## src/rtl/alu_pkg.sv

```systemverilog
// Shared types for the ALU sequencer: operation encodings, FSM states and
// the legality check on the 4-bit select code.
package alu_pkg;

  localparam int WIDTH_DEFAULT = 16;

  typedef enum logic [3:0] {
    ADD   = 4'b0000,
    SUB   = 4'b0001,
    MUL   = 4'b0010,
    DIV   = 4'b0011,
    AND   = 4'b0100,
    OR    = 4'b0101,
    XOR   = 4'b0110,
    SHL   = 4'b0111,
    SHR   = 4'b1000,
    PASSB = 4'b1011,
    CMP   = 4'b1100
  } alu_op_e;

  typedef enum logic [1:0] {
    IDLE = 2'b00,
    RUN  = 2'b01,
    DONE = 2'b10
  } seq_state_e;

  function automatic logic is_legal_op(input logic [3:0] sel);
    logic legal;
    case (sel)
      4'b1001, 4'b1010, 4'b1101, 4'b1110, 4'b1111: legal = 1'b0;
      default:                                     legal = 1'b1;
    endcase
    return legal;
  endfunction

endpackage

```

## src/rtl/muldiv_iter.sv

```systemverilog
// Shift-add multiply / restoring divide iteration state. Each step borrows
// one add (MUL) or sub (DIV) from the external ALU via alu_in0/alu_in1/alu_out.
module muldiv_iter
  import alu_pkg::*;
#(
  parameter int WIDTH = WIDTH_DEFAULT,
  parameter int ITERS = WIDTH
) (
  input  logic             clk,
  input  logic             rst,
  input  logic             load,
  input  logic             step,
  input  logic             is_div,
  input  logic [WIDTH-1:0] op_a,
  input  logic [WIDTH-1:0] op_b,
  input  logic [WIDTH-1:0] alu_out,
  output logic [WIDTH-1:0] alu_in0,
  output logic [WIDTH-1:0] alu_in1,
  output logic [3:0]       alu_sel,
  output logic             last,
  output logic [WIDTH-1:0] res_nx,
  output logic [WIDTH-1:0] rem_nx
);

  localparam int CW = $clog2(ITERS);

  // acc: P (MUL) or R (DIV); sh: M or N; opd: Q or D
  logic [WIDTH-1:0] acc_q, acc_d, sh_q, sh_d, opd_q, opd_d;
  logic [CW-1:0]    cnt_q, cnt_d;
  logic             div_q, div_d;
  logic [WIDTH:0]   rp_s;
  logic             ge_s;

  // Iteration datapath and ALU drive for the current RUN cycle
  always_comb begin
    rp_s  = {acc_q, sh_q[WIDTH-1]};
    ge_s  = rp_s[WIDTH] | (rp_s[WIDTH-1:0] >= opd_q);
    acc_d = acc_q;
    sh_d  = sh_q;
    opd_d = opd_q;
    cnt_d = cnt_q;
    div_d = div_q;
    if (load) begin
      acc_d = {WIDTH{1'b0}};
      sh_d  = op_a;
      opd_d = op_b;
      cnt_d = CW'(ITERS - 1);
      div_d = is_div;
    end else if (step) begin
      cnt_d = cnt_q - CW'(1);
      if (div_q) begin
        acc_d = ge_s ? alu_out : rp_s[WIDTH-1:0];
        sh_d  = {sh_q[WIDTH-2:0], ge_s};
      end else begin
        acc_d = opd_q[0] ? alu_out : acc_q;
        sh_d  = {sh_q[WIDTH-2:0], 1'b0};
        opd_d = {1'b0, opd_q[WIDTH-1:1]};
      end
    end else begin
      cnt_d = cnt_q;
    end

    if (div_q) begin
      alu_sel = SUB;
      alu_in0 = rp_s[WIDTH-1:0];
      alu_in1 = opd_q;
      res_nx  = sh_d;
      rem_nx  = acc_d;
    end else begin
      alu_sel = ADD;
      alu_in0 = acc_q;
      alu_in1 = sh_q;
      res_nx  = acc_d;
      rem_nx  = {WIDTH{1'b0}};
    end
    last = (cnt_q == {CW{1'b0}});
  end

  // Iteration registers
  always_ff @(posedge clk) begin
    if (rst) begin
      acc_q <= {WIDTH{1'b0}};
      sh_q  <= {WIDTH{1'b0}};
      opd_q <= {WIDTH{1'b0}};
      cnt_q <= {CW{1'b0}};
      div_q <= 1'b0;
    end else begin
      acc_q <= acc_d;
      sh_q  <= sh_d;
      opd_q <= opd_d;
      cnt_q <= cnt_d;
      div_q <= div_d;
    end
  end

endmodule

```

## src/rtl/alu_seq_ctrl.sv

```systemverilog
// Valid/ready front end for the 16-bit ALU: single-cycle ops pass through,
// MUL/DIV run as ITERS-cycle sequences through muldiv_iter.
module alu_seq_ctrl
  import alu_pkg::*;
#(
  parameter int WIDTH = WIDTH_DEFAULT,
  parameter int ITERS = WIDTH
) (
  input  logic             clk,
  input  logic             rst,
  input  logic             in_valid,
  output logic             in_ready,
  input  logic [3:0]       op_sel,
  input  logic [WIDTH-1:0] op_a,
  input  logic [WIDTH-1:0] op_b,
  output logic             out_valid,
  output logic [WIDTH-1:0] result,
  output logic [WIDTH-1:0] remainder,
  output logic             flag_dz,
  output logic             flag_illegal,
  output logic [WIDTH-1:0] alu_in0,
  output logic [WIDTH-1:0] alu_in1,
  output logic [3:0]       alu_sel,
  input  logic [WIDTH-1:0] alu_out
);

  seq_state_e       state_q, state_d;
  logic             in_ready_q, in_ready_d, out_valid_q, out_valid_d;
  logic [WIDTH-1:0] result_q, result_d, remainder_q, remainder_d;
  logic             flag_dz_q, flag_dz_d, flag_illegal_q, flag_illegal_d;
  logic             accept_s, load_s, step_s, last_s;
  logic [WIDTH-1:0] md_in0_s, md_in1_s, res_nx_s, rem_nx_s;
  logic [3:0]       md_sel_s;

  assign accept_s = in_valid && in_ready_q;
  assign step_s   = (state_q == RUN);

  muldiv_iter #(.WIDTH(WIDTH), .ITERS(ITERS)) u_iter (
    .clk     (clk),
    .rst     (rst),
    .load    (load_s),
    .step    (step_s),
    .is_div  (op_sel == DIV),
    .op_a    (op_a),
    .op_b    (op_b),
    .alu_out (alu_out),
    .alu_in0 (md_in0_s),
    .alu_in1 (md_in1_s),
    .alu_sel (md_sel_s),
    .last    (last_s),
    .res_nx  (res_nx_s),
    .rem_nx  (rem_nx_s)
  );

  // Next-state, result capture and ALU port mux
  always_comb begin
    state_d        = state_q;
    result_d       = result_q;
    remainder_d    = remainder_q;
    flag_dz_d      = flag_dz_q;
    flag_illegal_d = flag_illegal_q;
    load_s         = 1'b0;
    alu_sel        = 4'b0000;
    alu_in0        = {WIDTH{1'b0}};
    alu_in1        = {WIDTH{1'b0}};
    case (state_q)
      IDLE: begin
        alu_sel = op_sel;
        alu_in0 = op_a;
        alu_in1 = op_b;
        if (accept_s) begin
          flag_dz_d      = 1'b0;
          flag_illegal_d = 1'b0;
          remainder_d    = {WIDTH{1'b0}};
          if (!is_legal_op(op_sel)) begin
            state_d        = DONE;
            result_d       = {WIDTH{1'b0}};
            flag_illegal_d = 1'b1;
          end else if (op_sel == DIV && op_b == {WIDTH{1'b0}}) begin
            state_d     = DONE;
            result_d    = {WIDTH{1'b1}};
            remainder_d = op_a;
            flag_dz_d   = 1'b1;
          end else if (op_sel == MUL || op_sel == DIV) begin
            // result/remainder keep the previous op's values until DONE
            state_d     = RUN;
            load_s      = 1'b1;
            remainder_d = remainder_q;
          end else begin
            state_d  = DONE;
            result_d = alu_out;
          end
        end else begin
          state_d = IDLE;
        end
      end
      RUN: begin
        alu_sel = md_sel_s;
        alu_in0 = md_in0_s;
        alu_in1 = md_in1_s;
        if (last_s) begin
          state_d     = DONE;
          result_d    = res_nx_s;
          remainder_d = rem_nx_s;
        end else begin
          state_d = RUN;
        end
      end
      DONE:    state_d = IDLE;
      default: state_d = IDLE;
    endcase
    out_valid_d = (state_d == DONE);
    in_ready_d  = (state_d == IDLE);
  end

  // State and registered outputs
  always_ff @(posedge clk) begin
    if (rst) begin
      state_q        <= IDLE;
      in_ready_q     <= 1'b0;
      out_valid_q    <= 1'b0;
      result_q       <= {WIDTH{1'b0}};
      remainder_q    <= {WIDTH{1'b0}};
      flag_dz_q      <= 1'b0;
      flag_illegal_q <= 1'b0;
    end else begin
      state_q        <= state_d;
      in_ready_q     <= in_ready_d;
      out_valid_q    <= out_valid_d;
      result_q       <= result_d;
      remainder_q    <= remainder_d;
      flag_dz_q      <= flag_dz_d;
      flag_illegal_q <= flag_illegal_d;
    end
  end

  assign in_ready     = in_ready_q;
  assign out_valid    = out_valid_q;
  assign result       = result_q;
  assign remainder    = remainder_q;
  assign flag_dz      = flag_dz_q;
  assign flag_illegal = flag_illegal_q;

endmodule

```

## config.mk

```make
export PLATFORM = sky130hd
export DESIGN_NAME = alu_seq_ctrl
export DESIGN_NICKNAME = d
export VERILOG_FILES = /design/src/rtl/alu_pkg.sv /design/src/rtl/muldiv_iter.sv /design/src/rtl/alu_seq_ctrl.sv
export SDC_FILE = /design/constraint.sdc
export NUM_CORES = 1
export LEC_CHECK = 0
export ABC_AREA = 1
export CAP_MARGIN = 0
export CORE_MARGIN = 2
export CORE_UTILIZATION = 31
export DETAILED_ROUTE_END_ITERATION = 12
export PLACE_DENSITY = 0.61
export SYNTH_ARGS = -nofsm -noshare
export SYNTH_HDL_FRONTEND = slang
export SYNTH_SLANG_ARGS = --single-unit
```

## constraint.sdc

```tcl
create_clock -name clk -period 2.6 [get_ports clk]
set_clock_uncertainty 0.2 [all_clocks]
set_input_delay 0.39 -clock clk [delete_from_list [all_inputs] [get_ports clk]]
set_output_delay 0.39 -clock clk [all_outputs]
set_load 0.01 [all_outputs]
```

==> results.toml <==
[detailed_routing]
wl_um = 24600
ant_nets = 0
vias_per_cell = 5.32
firstDrtPassIters = 7
drtIter0Drc = 641
vias = 6968
drc = 0
wl_per_cell_um = 18.8

[setup_path]
arrival_ns = 1.94
path_cells = "inv_1 -> nor2_4 -> clkinv_2 -> buf_4 -> nor2_2 -> o22ai_1 -> o21ai_0 -> dlygate4sd2_1"
path_max_fanout = 15
startpoint_type = "flop"
worstSetupPathType = "flop to output pin"
slowest_delay_ns = 0.34
cp.required_ns = 2.01
r2r-start = "u_iter.opd_q[7]"
cpMaxStageDelayCell = "dfxtp_1"
worstSetupStartpoint = "state_q[0]"
end_kind = "output pin"

[floorplan]
core-area_um2 = 17900
die_x_um = 139
start_util = 0.315
io_pins = 127
rows = 49
die_h_um = 139
die-area_um2 = 19300

[clock_tree]
hold_buffers = 0
numCtsBuffers = 9
htreeDepth = 3
clockBufferDepth = 2
cts-root-buf = "clkbuf_16"
clock_sinks = 91
clk_pin_slew_ns = 0.07
cts_tree = "built"
clock_latency_ns = 0.36

[logic_synthesis]
synth-main-ff-cell = "dfxtp_1"
synthTopCellsByArea = "dfxtp_1, nand2_1, a21oi_1, o21ai_0, inv_1"
seq_area_frac_synth = 0.323
synth_async_sr_flop_share = 0
synth_warnings = 0
synth_seq_cells = 91
synth.distinct_cells = 32
yosysMostFrequentCell = "nand2_1"
synth_edf_count = 0
synth_area_um2 = 5640
syn_avg_cell_area_um2 = 6.30
synthDominantCellAreaShare = 0.323
syn_inst = 895
synth_top_area_cell = "dfxtp_1"
synthTopCellsByCount = "nand2_1, a21oi_1, dfxtp_1"
syn_nets = 967

[sta]
finalHoldViolCount = 0
period_share = 0.972
final_max_slew_viol_count = 0
max_slew.worst_pin.slew_ns = 0.505
fmax_mhz = 396
period_needed_ns = 2.53
setup_viol = 0
max_slew_margin = 0.662

[run]
maxCapViolations = 0

[pwr]
leakage_nw = 3.65
vdd_drop_max_v = 0.000361
cellPowerDensity_nw_per_um2 = 461

[placed_design]
hpwlAfterDp_um = 18600
placed_area_um2 = 7790
io_buffers = 126
gp_congestion = 0.956

[global_routing]
overflow = 0
grt_max_degree = 37
antenna_found_initial = 0
grt_pass1_vias = 6635
grt_usage = 0.251
grt_pass1_wl_um = 37700

[hold_path]
hold_path_class = "flop to flop"
min_from = "u_iter.sh_q[9]"

[layout]
fin_area_um2 = 8140
syn2layout_area_growth_pct = 44.3
final_layout_size_suffix_gt1_frac = 0.124
antenna_cells = 0
layout.nets = 1147
final_core_util = 0.455

[run_status]
outcome = "completed"
## cells by family after synthesis
logic type | share of synthesized area
buffers and inverters | 0.103
and+or+nand+nor | 0.275
AOI/OAI and AO/OA | 0.259
DFF | 0.323
adders and majority gates | 0.0377
xor gates and xnor gates | 0.00155
## cell type report
cell class	count	area [um2]
clock inverters	5	65.1
repair buffers	227	2120
well taps	229	287
clock buffers	11	253
inverters	90	339
fillers	1875	9770
flip-flops and latches	91	1820
multi-input cells	656	3250
## flip-flops by register name, indices dropped and copies added, names as in the netlist, 2 cells and up
name / cells
state_q: 2
u_iter.opd_q: 16
remainder: 16
u_iter.acc_q: 16
u_iter.sh_q: 16
u_iter.cnt_q: 4
result: 16
## per-layer routing
metal / GRT usage / vias up / wire [um] / share of wire
met5: 0 / - / 0 / 0
met4: 0.111 / 0 / 1080 / 0.044
met3: 0.0435 / 61 / 1890 / 0.077
met2: 0.397 / 333 / 11100 / 0.45
met1: 0.336 / 3215 / 10400 / 0.43
li1: - / 3359 / - / -
## what timing repair did
action                                  CTS  global route
cloned                                    1             0
resized for setup                        45            10
endpoints found under the setup margin   33            10
setup buffers                             1             0
pin swaps                                 1             1
## where the power goes
group          total, mW  internal (mW)  switching [mW]
combinational      0.822          0.383           0.439
clock               1.44          0.812           0.627
sequential          1.49           1.45          0.0391
total               3.75           2.65            1.11
## layout by cell type (no fill, tap or decap), types with 2 or more instances in the layout
master | Yosys | final
clkdlybuf4s50_1 | 0 | 93
clkbuf_8 | 0 | 2
a211oi_1 | 2 | 2
nand4_1 | 17 | 17
o221ai_1 | 19 | 19
nor3_1 | 5 | 5
nand3_1 | 36 | 36
o21ai_0 | 74 | 65
o21ai_1 | 7 | 16
nor2_2 | 3 | 4
nor2_1 | 33 | 30
a21oi_1 | 130 | 130
nand2_1 | 274 | 274
buf_4 | 1 | 90
ha_1 | 17 | 17
dfxtp_1 | 91 | 91
clkbuf_2 | 0 | 2
inv_6 | 0 | 3
o211ai_1 | 10 | 10
clkbuf_16 | 0 | 9
a22oi_1 | 10 | 10
inv_2 | 3 | 3
dlygate4sd2_1 | 0 | 29
inv_1 | 86 | 86
buf_12 | 0 | 9
nor2_4 | 0 | 2
a31oi_1 | 11 | 11
## worst max-delay path, delay by kind of cell, from the launching register on
kind | cells | cell delay [ns]
AND/OR/NAND/NOR | 2 | 0.28
flip-flops | 1 | 0.34
buffers and inverters | 4 | 0.75
AO/OA/AOI/OAI | 2 | 0.21
## metrics by stage
step                hold WS, ns  worst slack [ns]  cells  power, mW   TNS, ns
detailed placement        0.269          -0.00703   1291       2.35  -0.00703
floorplan                 0.254             0.381    895       1.86         0
finish                    0.279            0.0727   1309       3.75         0
CTS                       0.280            -0.195   1309       3.76    -0.195
global placement          0.269            0.0203   1291       2.35         0
global route              0.305           -0.0169   1309       3.88   -0.0320
## final timing paths
check / slack [ns] / to / cells past startpoint
setup / recovery: 0.07 / alu_in1[10] / 8
hold / removal: 0.28 / u_iter.sh_q[9] / 2
setup reg to reg: 0.17 / result[7] / 17
hold reg to reg: 0.28 / u_iter.sh_q[9] / 2
(Power assumes the default switching activity.)
